--- src/rtl/gates_pkg.sv ---
// Shared constants and state type for the gate-reduction blocks.
package gates_pkg;

    localparam int Y_AND  = 0;
    localparam int Y_NAND = 1;
    localparam int Y_OR   = 2;
    localparam int Y_NOR  = 3;
    localparam int Y_XOR  = 4;
    localparam int Y_XNOR = 5;
    localparam int Y_W    = 6;

    typedef enum logic {
        ACCUM = 1'b0,
        HOLD  = 1'b1
    } state_e;

endpackage

--- src/rtl/gates_reduce_word.sv ---
// Combinational AND/OR/XOR reduction of a single WIDTH-bit word.
module gates_reduce_word #(
    parameter int WIDTH = 8
) (
    input  logic [WIDTH-1:0] data,
    output logic             red_and,
    output logic             red_or,
    output logic             red_xor
);

    assign red_and = &data;
    assign red_or  = |data;
    assign red_xor = ^data;

endmodule

--- src/rtl/gates_reduce_stream.sv ---
// Accumulates AND/OR/XOR reductions over a multi-beat packet and presents
// the six results plus a saturating beat count through a registered handshake.
module gates_reduce_stream
    import gates_pkg::*;
#(
    parameter int WIDTH   = 8,
    parameter int COUNT_W = 8
) (
    input  logic               clk,
    input  logic               rst,
    input  logic               in_valid,
    output logic               in_ready,
    input  logic [WIDTH-1:0]   in_data,
    input  logic               in_last,
    output logic               out_valid,
    input  logic               out_ready,
    output logic [Y_W-1:0]     out_y,
    output logic [COUNT_W-1:0] out_beats
);

    state_e               state_q, state_d;
    logic                 and_acc_q, and_acc_d;
    logic                 or_acc_q, or_acc_d;
    logic                 xor_acc_q, xor_acc_d;
    logic [COUNT_W-1:0]   beat_cnt_q, beat_cnt_d;
    logic [Y_W-1:0]       out_y_q, out_y_d;
    logic [COUNT_W-1:0]   out_beats_q, out_beats_d;

    logic                 w_and, w_or, w_xor;
    logic                 and_nxt, or_nxt, xor_nxt;
    logic [COUNT_W-1:0]   cnt_nxt;
    logic                 accept;

    gates_reduce_word #(.WIDTH(WIDTH)) u_word (
        .data    (in_data),
        .red_and (w_and),
        .red_or  (w_or),
        .red_xor (w_xor)
    );

    assign out_valid = (state_q == HOLD);
    assign in_ready  = !out_valid || out_ready;
    assign accept    = in_valid && in_ready;
    assign out_y     = out_y_q;
    assign out_beats = out_beats_q;

    // Accumulator values including the beat currently offered.
    assign and_nxt = and_acc_q & w_and;
    assign or_nxt  = or_acc_q | w_or;
    assign xor_nxt = xor_acc_q ^ w_xor;
    assign cnt_nxt = (beat_cnt_q == {COUNT_W{1'b1}}) ? beat_cnt_q
                                                     : beat_cnt_q + COUNT_W'(1);

    always_comb begin
        state_d     = state_q;
        and_acc_d   = and_acc_q;
        or_acc_d    = or_acc_q;
        xor_acc_d   = xor_acc_q;
        beat_cnt_d  = beat_cnt_q;
        out_y_d     = out_y_q;
        out_beats_d = out_beats_q;

        if (state_q == HOLD && out_ready) begin
            state_d = ACCUM;
        end

        if (accept) begin
            if (in_last) begin
                out_y_d[Y_AND]  = and_nxt;
                out_y_d[Y_NAND] = ~and_nxt;
                out_y_d[Y_OR]   = or_nxt;
                out_y_d[Y_NOR]  = ~or_nxt;
                out_y_d[Y_XOR]  = xor_nxt;
                out_y_d[Y_XNOR] = ~xor_nxt;
                out_beats_d     = cnt_nxt;
                and_acc_d       = 1'b1;
                or_acc_d        = 1'b0;
                xor_acc_d       = 1'b0;
                beat_cnt_d      = '0;
                // A consume on this same edge is overridden: new result replaces old.
                state_d         = HOLD;
            end else begin
                and_acc_d  = and_nxt;
                or_acc_d   = or_nxt;
                xor_acc_d  = xor_nxt;
                beat_cnt_d = cnt_nxt;
            end
        end
    end

    always_ff @(posedge clk or posedge rst) begin
        if (rst) begin
            state_q     <= ACCUM;
            and_acc_q   <= 1'b1;
            or_acc_q    <= 1'b0;
            xor_acc_q   <= 1'b0;
            beat_cnt_q  <= '0;
            out_y_q     <= '0;
            out_beats_q <= '0;
        end else begin
            state_q     <= state_d;
            and_acc_q   <= and_acc_d;
            or_acc_q    <= or_acc_d;
            xor_acc_q   <= xor_acc_d;
            beat_cnt_q  <= beat_cnt_d;
            out_y_q     <= out_y_d;
            out_beats_q <= out_beats_d;
        end
    end

endmodule

--- config.mk ---
export PLATFORM = sky130hd
export DESIGN_NAME = gates_reduce_stream
export DESIGN_NICKNAME = d
export VERILOG_FILES = /design/src/rtl/gates_pkg.sv /design/src/rtl/gates_reduce_word.sv /design/src/rtl/gates_reduce_stream.sv
export SDC_FILE = /design/constraint.sdc
export NUM_CORES = 1
export LEC_CHECK = 0
export BUFFER_PORTS_ARGS = -buffer_cell sky130_fd_sc_hd__buf_2
export CORE_ASPECT_RATIO = 0.6
export CORE_MARGIN = 10
export CORE_UTILIZATION = 45
export DETAILED_ROUTE_END_ITERATION = 10
export MAX_ROUTING_LAYER = met4
export PLACE_DENSITY = 0.64
export SLEW_MARGIN = 10
export SYNTH_ARGS = -nofsm -noshare
export SYNTH_HDL_FRONTEND = slang
export SYNTH_SLANG_ARGS = --single-unit
--- constraint.sdc ---
create_clock -name clk -period 2.5 [get_ports clk]
set_input_delay 0.5 -clock clk [delete_from_list [all_inputs] [get_ports clk]]
set_output_delay 0.5 -clock clk [all_outputs]
set_load 0.02 [all_outputs]
==> flow_summary.json <==
{
  "start_kind": "register",
  "cp_cell_sequence": "ha_1 > nand3_2 > nor2_1 > mux2i_1 > o21ai_0",
  "status": "finished clean",
  "post-place-ws_ns": 0.614,
  "core_area_um2": 2930,
  "synth.largest_area_cell": "dfrtp_1",
  "p_per_area_nw_per_um2": 689,
  "drt-total-wl_um": 3030,
  "final-max-slew-violation-count": 0,
  "max_stage_delay_ns": 0.50,
  "num_vias": 1122,
  "clk_latency_ns": 0.27,
  "synth.most_common_cell": "dfrtp_1",
  "synth_edf_count": 0,
  "critPathBufInv": 0,
  "p_int_w": 0.000797,
  "drt_pass1_iterations": 4,
  "diodes": 0,
  "end_kind": "register",
  "min_period_ns": 1.75,
  "rsz0062_at_grt": "no",
  "place.gp.congestion": 0.774,
  "syn_avg_cell_area_um2": 9.52,
  "synth_area_um2": 1410,
  "synth_ff_type": "dfrtp_1",
  "numCtsBuffers": 3,
  "final_util_pct": 56.1,
  "required_ns": 2.64,
  "drt-vias-per-instance": 5.17,
  "fillers": 270,
  "die_x_um": 92.2,
  "ys_warn_count": 0,
  "pwr-share-seq_pct": 47.1,
  "async_flop_share_pct": 100,
  "clock_sinks": 26,
  "power_leakage_nw": 0.805,
  "synth_top_area_share_pct": 44.4,
  "syn_to_final_growth_pct": 16.5,
  "reg2reg_slack_ns": 0.75,
  "hold_viol_final": 0,
  "start_util_pct": 48.1,
  "grtUsageTotal_pct": 10.7,
  "synth_common_cells": "25 x dfrtp_1, 18 x nand2_1, 15 x nor2_1",
  "setup_viol": 0,
  "crit_slowest_cell": "dfrtp_1",
  "dp_hpwl_um": 2460,
  "setup_ws_ns": 0.753,
  "ir_drop_mv": 0.485,
  "clockPowerShare_pct": 30.2,
  "worstSetupPathType": "reg -> reg",
  "comb_power_share_pct": 22.7,
  "clockBufferDepth": 2,
  "cp.depth": 5,
  "wire_per_inst_um": 14.0,
  "worst_r2r_startpoint": "beat_cnt_q[0]$_DFFE_PP0P_",
  "critPathTopFamily": "flip-flops",
  "cts_tree": "yes",
  "drt_iter0_markers": 137,
  "die_h_um": 63.3,
  "drc": 0,
  "crit_fanout": 10,
  "cts-resized-gates": 0,
  "drive_gt1_share_pct": 23.4,
  "switching_share_pct": 29.6,
  "grt_pass1_vias": 1036,
  "finalNetCount": 198,
  "yosysUniqueCellTypes": 36,
  "ys_ff_latch": 26,
  "io_buffers": 28,
  "fin_tns_setup_ns": 0,
  "p_sw_w": 0.000335,
  "syn_inst": 148,
  "synth_nets": 170,
  "htreeDepth": 1,
  "grt_pass1_wl_um": 4960,
  "period_share_pct": 69.9,
  "cts_hold_buf": 0,
  "max_cap_viol_count": 0,
  "dieArea_um2": 5840,
  "relSlewSlack_pct": 65.0,
  "grt_start_max_net_pins": 27,
  "arrival_ns": 1.89,
  "io_pins": 29,
  "path_clk_slew_ns": 0.09,
  "netlist_top_cells_area": "dfrtp_1 44%, ha_1 8.0%, nand2_1 4.8%",
  "fin_worst_skew_ns": 0.00352,
  "grt_antenna_before_repair": 0,
  "worst_pin_slew_ns": 0.523,
  "max_freq_mhz": 572,
  "synth_seq_area_share_pct": 46.3,
  "root_buffer": "clkbuf_8",
  "gr-total-overflow": 0,
  "hp-class": "in -> async",
  "fp-row-count": 15,
  "post_cts_buffers": 0,
  "postRouteAntennaNets": 0,
  "worstRegToRegCells": 5,
  "r2r-end": "out_beats[6]$_DFFE_PP0P_"
}
[cells in the final DEF (no fill, tap or decap), types with 2 or more instances in the layout]
master and instances:
a21oi_1 7, a22o_1 2, a31oi_1 3, and3_1 2, buf_2 28, clkbuf_8 3
dfrtp_1 25, ha_1 9, inv_1 11, mux2_2 3, mux2i_1 3, nand2_1 18
nand2b_1 2, nand3_1 6, nand4_1 2, nor2_1 15, o211ai_1 2, o21ai_0 8
o31ai_1 3, or3_1 2, xnor2_1 5
[stage by stage]
stage          power (W)  hold WS [ns]  std cells  cell area, µm²
2_1_floorplan   0.000721         0.461        148            1410
3_3_place_gp    0.000792         0.453        213            1570
3_5_place_dp    0.000802         0.459        213            1570
4_1_cts          0.00115         0.285        217            1640
5_1_grt          0.00120         0.302        217            1640
6_report         0.00113         0.264        217            1640
[layout make-up]
| type | count | area (µm²) | share of cell area [%] |
|---|---|---|---|
| multi-input combinational | 105 | 677 | 41.2 |
| clock buffer | 3 | 41.3 | 2.52 |
| timing repair buffer | 29 | 148 | 8.99 |
| inverter | 11 | 41.3 | 2.52 |
| clock inverter | 1 | 30.0 | 1.83 |
| sequential | 26 | 652 | 39.7 |
| tap | 42 | 52.6 | 3.20 |
[logic make-up after synthesis]
kind of cell / Yosys count / share of synthesized area (%)
AND/OR/NAND/NOR: 54 / 18.3
AO/OA/AOI/OAI: 31 / 14.1
flip-flops: 26 / 46.3
buffers and inverters: 17 / 5.68
adder cells (fa/ha/maj): 9 / 7.99
multiplexers: 6 / 4.53
XOR/XNOR: 5 / 3.11
[metal layers]
layer	vias to the layer above	global-route usage, %	routed length (µm)
met5	-	-	0
met4	0	1.34	0
met3	0	5.20	330
met2	30	15.3	1310
met1	521	13.6	1390
li1	571	-	-
[worst max-delay path by stage]
stage | start | endpoint
2_1_floorplan | in_data[6] | out_y[4]$_DFFE_PP0P_
3_3_place_gp | in_data[0] | out_y[4]$_DFFE_PP0P_
3_5_place_dp | in_data[6] | out_y[4]$_DFFE_PP0P_
4_1_cts | beat_cnt_q[0]$_DFFE_PP0P_ | out_beats[6]$_DFFE_PP0P_
5_1_grt | beat_cnt_q[0]$_DFFE_PP0P_ | out_beats[6]$_DFFE_PP0P_
6_report | beat_cnt_q[0]$_DFFE_PP0P_ | out_beats[6]$_DFFE_PP0P_
[registers in the layout, indices dropped and copies added (netlist names)]
| register | count |
|---|---|
| out_beats | 8 |
| or_acc_q | 1 |
| and_acc_q | 1 |
| beat_cnt_q | 8 |
| xor_acc_q | 1 |
| out_y | 6 |
| out_valid | 1 |
[power by group through the flow]
stage	clock network (W)	logic, W	registers [W]
4_1_cts	0.000350	0.000262	0.000533
2_1_floorplan	0	0.000150	0.000571
3_3_place_gp	0	0.000254	0.000538
3_5_place_dp	0	0.000261	0.000541
6_report	0.000342	0.000256	0.000533
5_1_grt	0.000369	0.000291	0.000544
[worst reg2reg max path, stage by stage, from the launching register on]
cell and delay (ns):
dfrtp_1 0.50, ha_1 0.29, nand3_2 0.22, nor2_1 0.23, mux2i_1 0.28, o21ai_0 0.10
No activity file was read; power rests on OpenSTA's default activity.
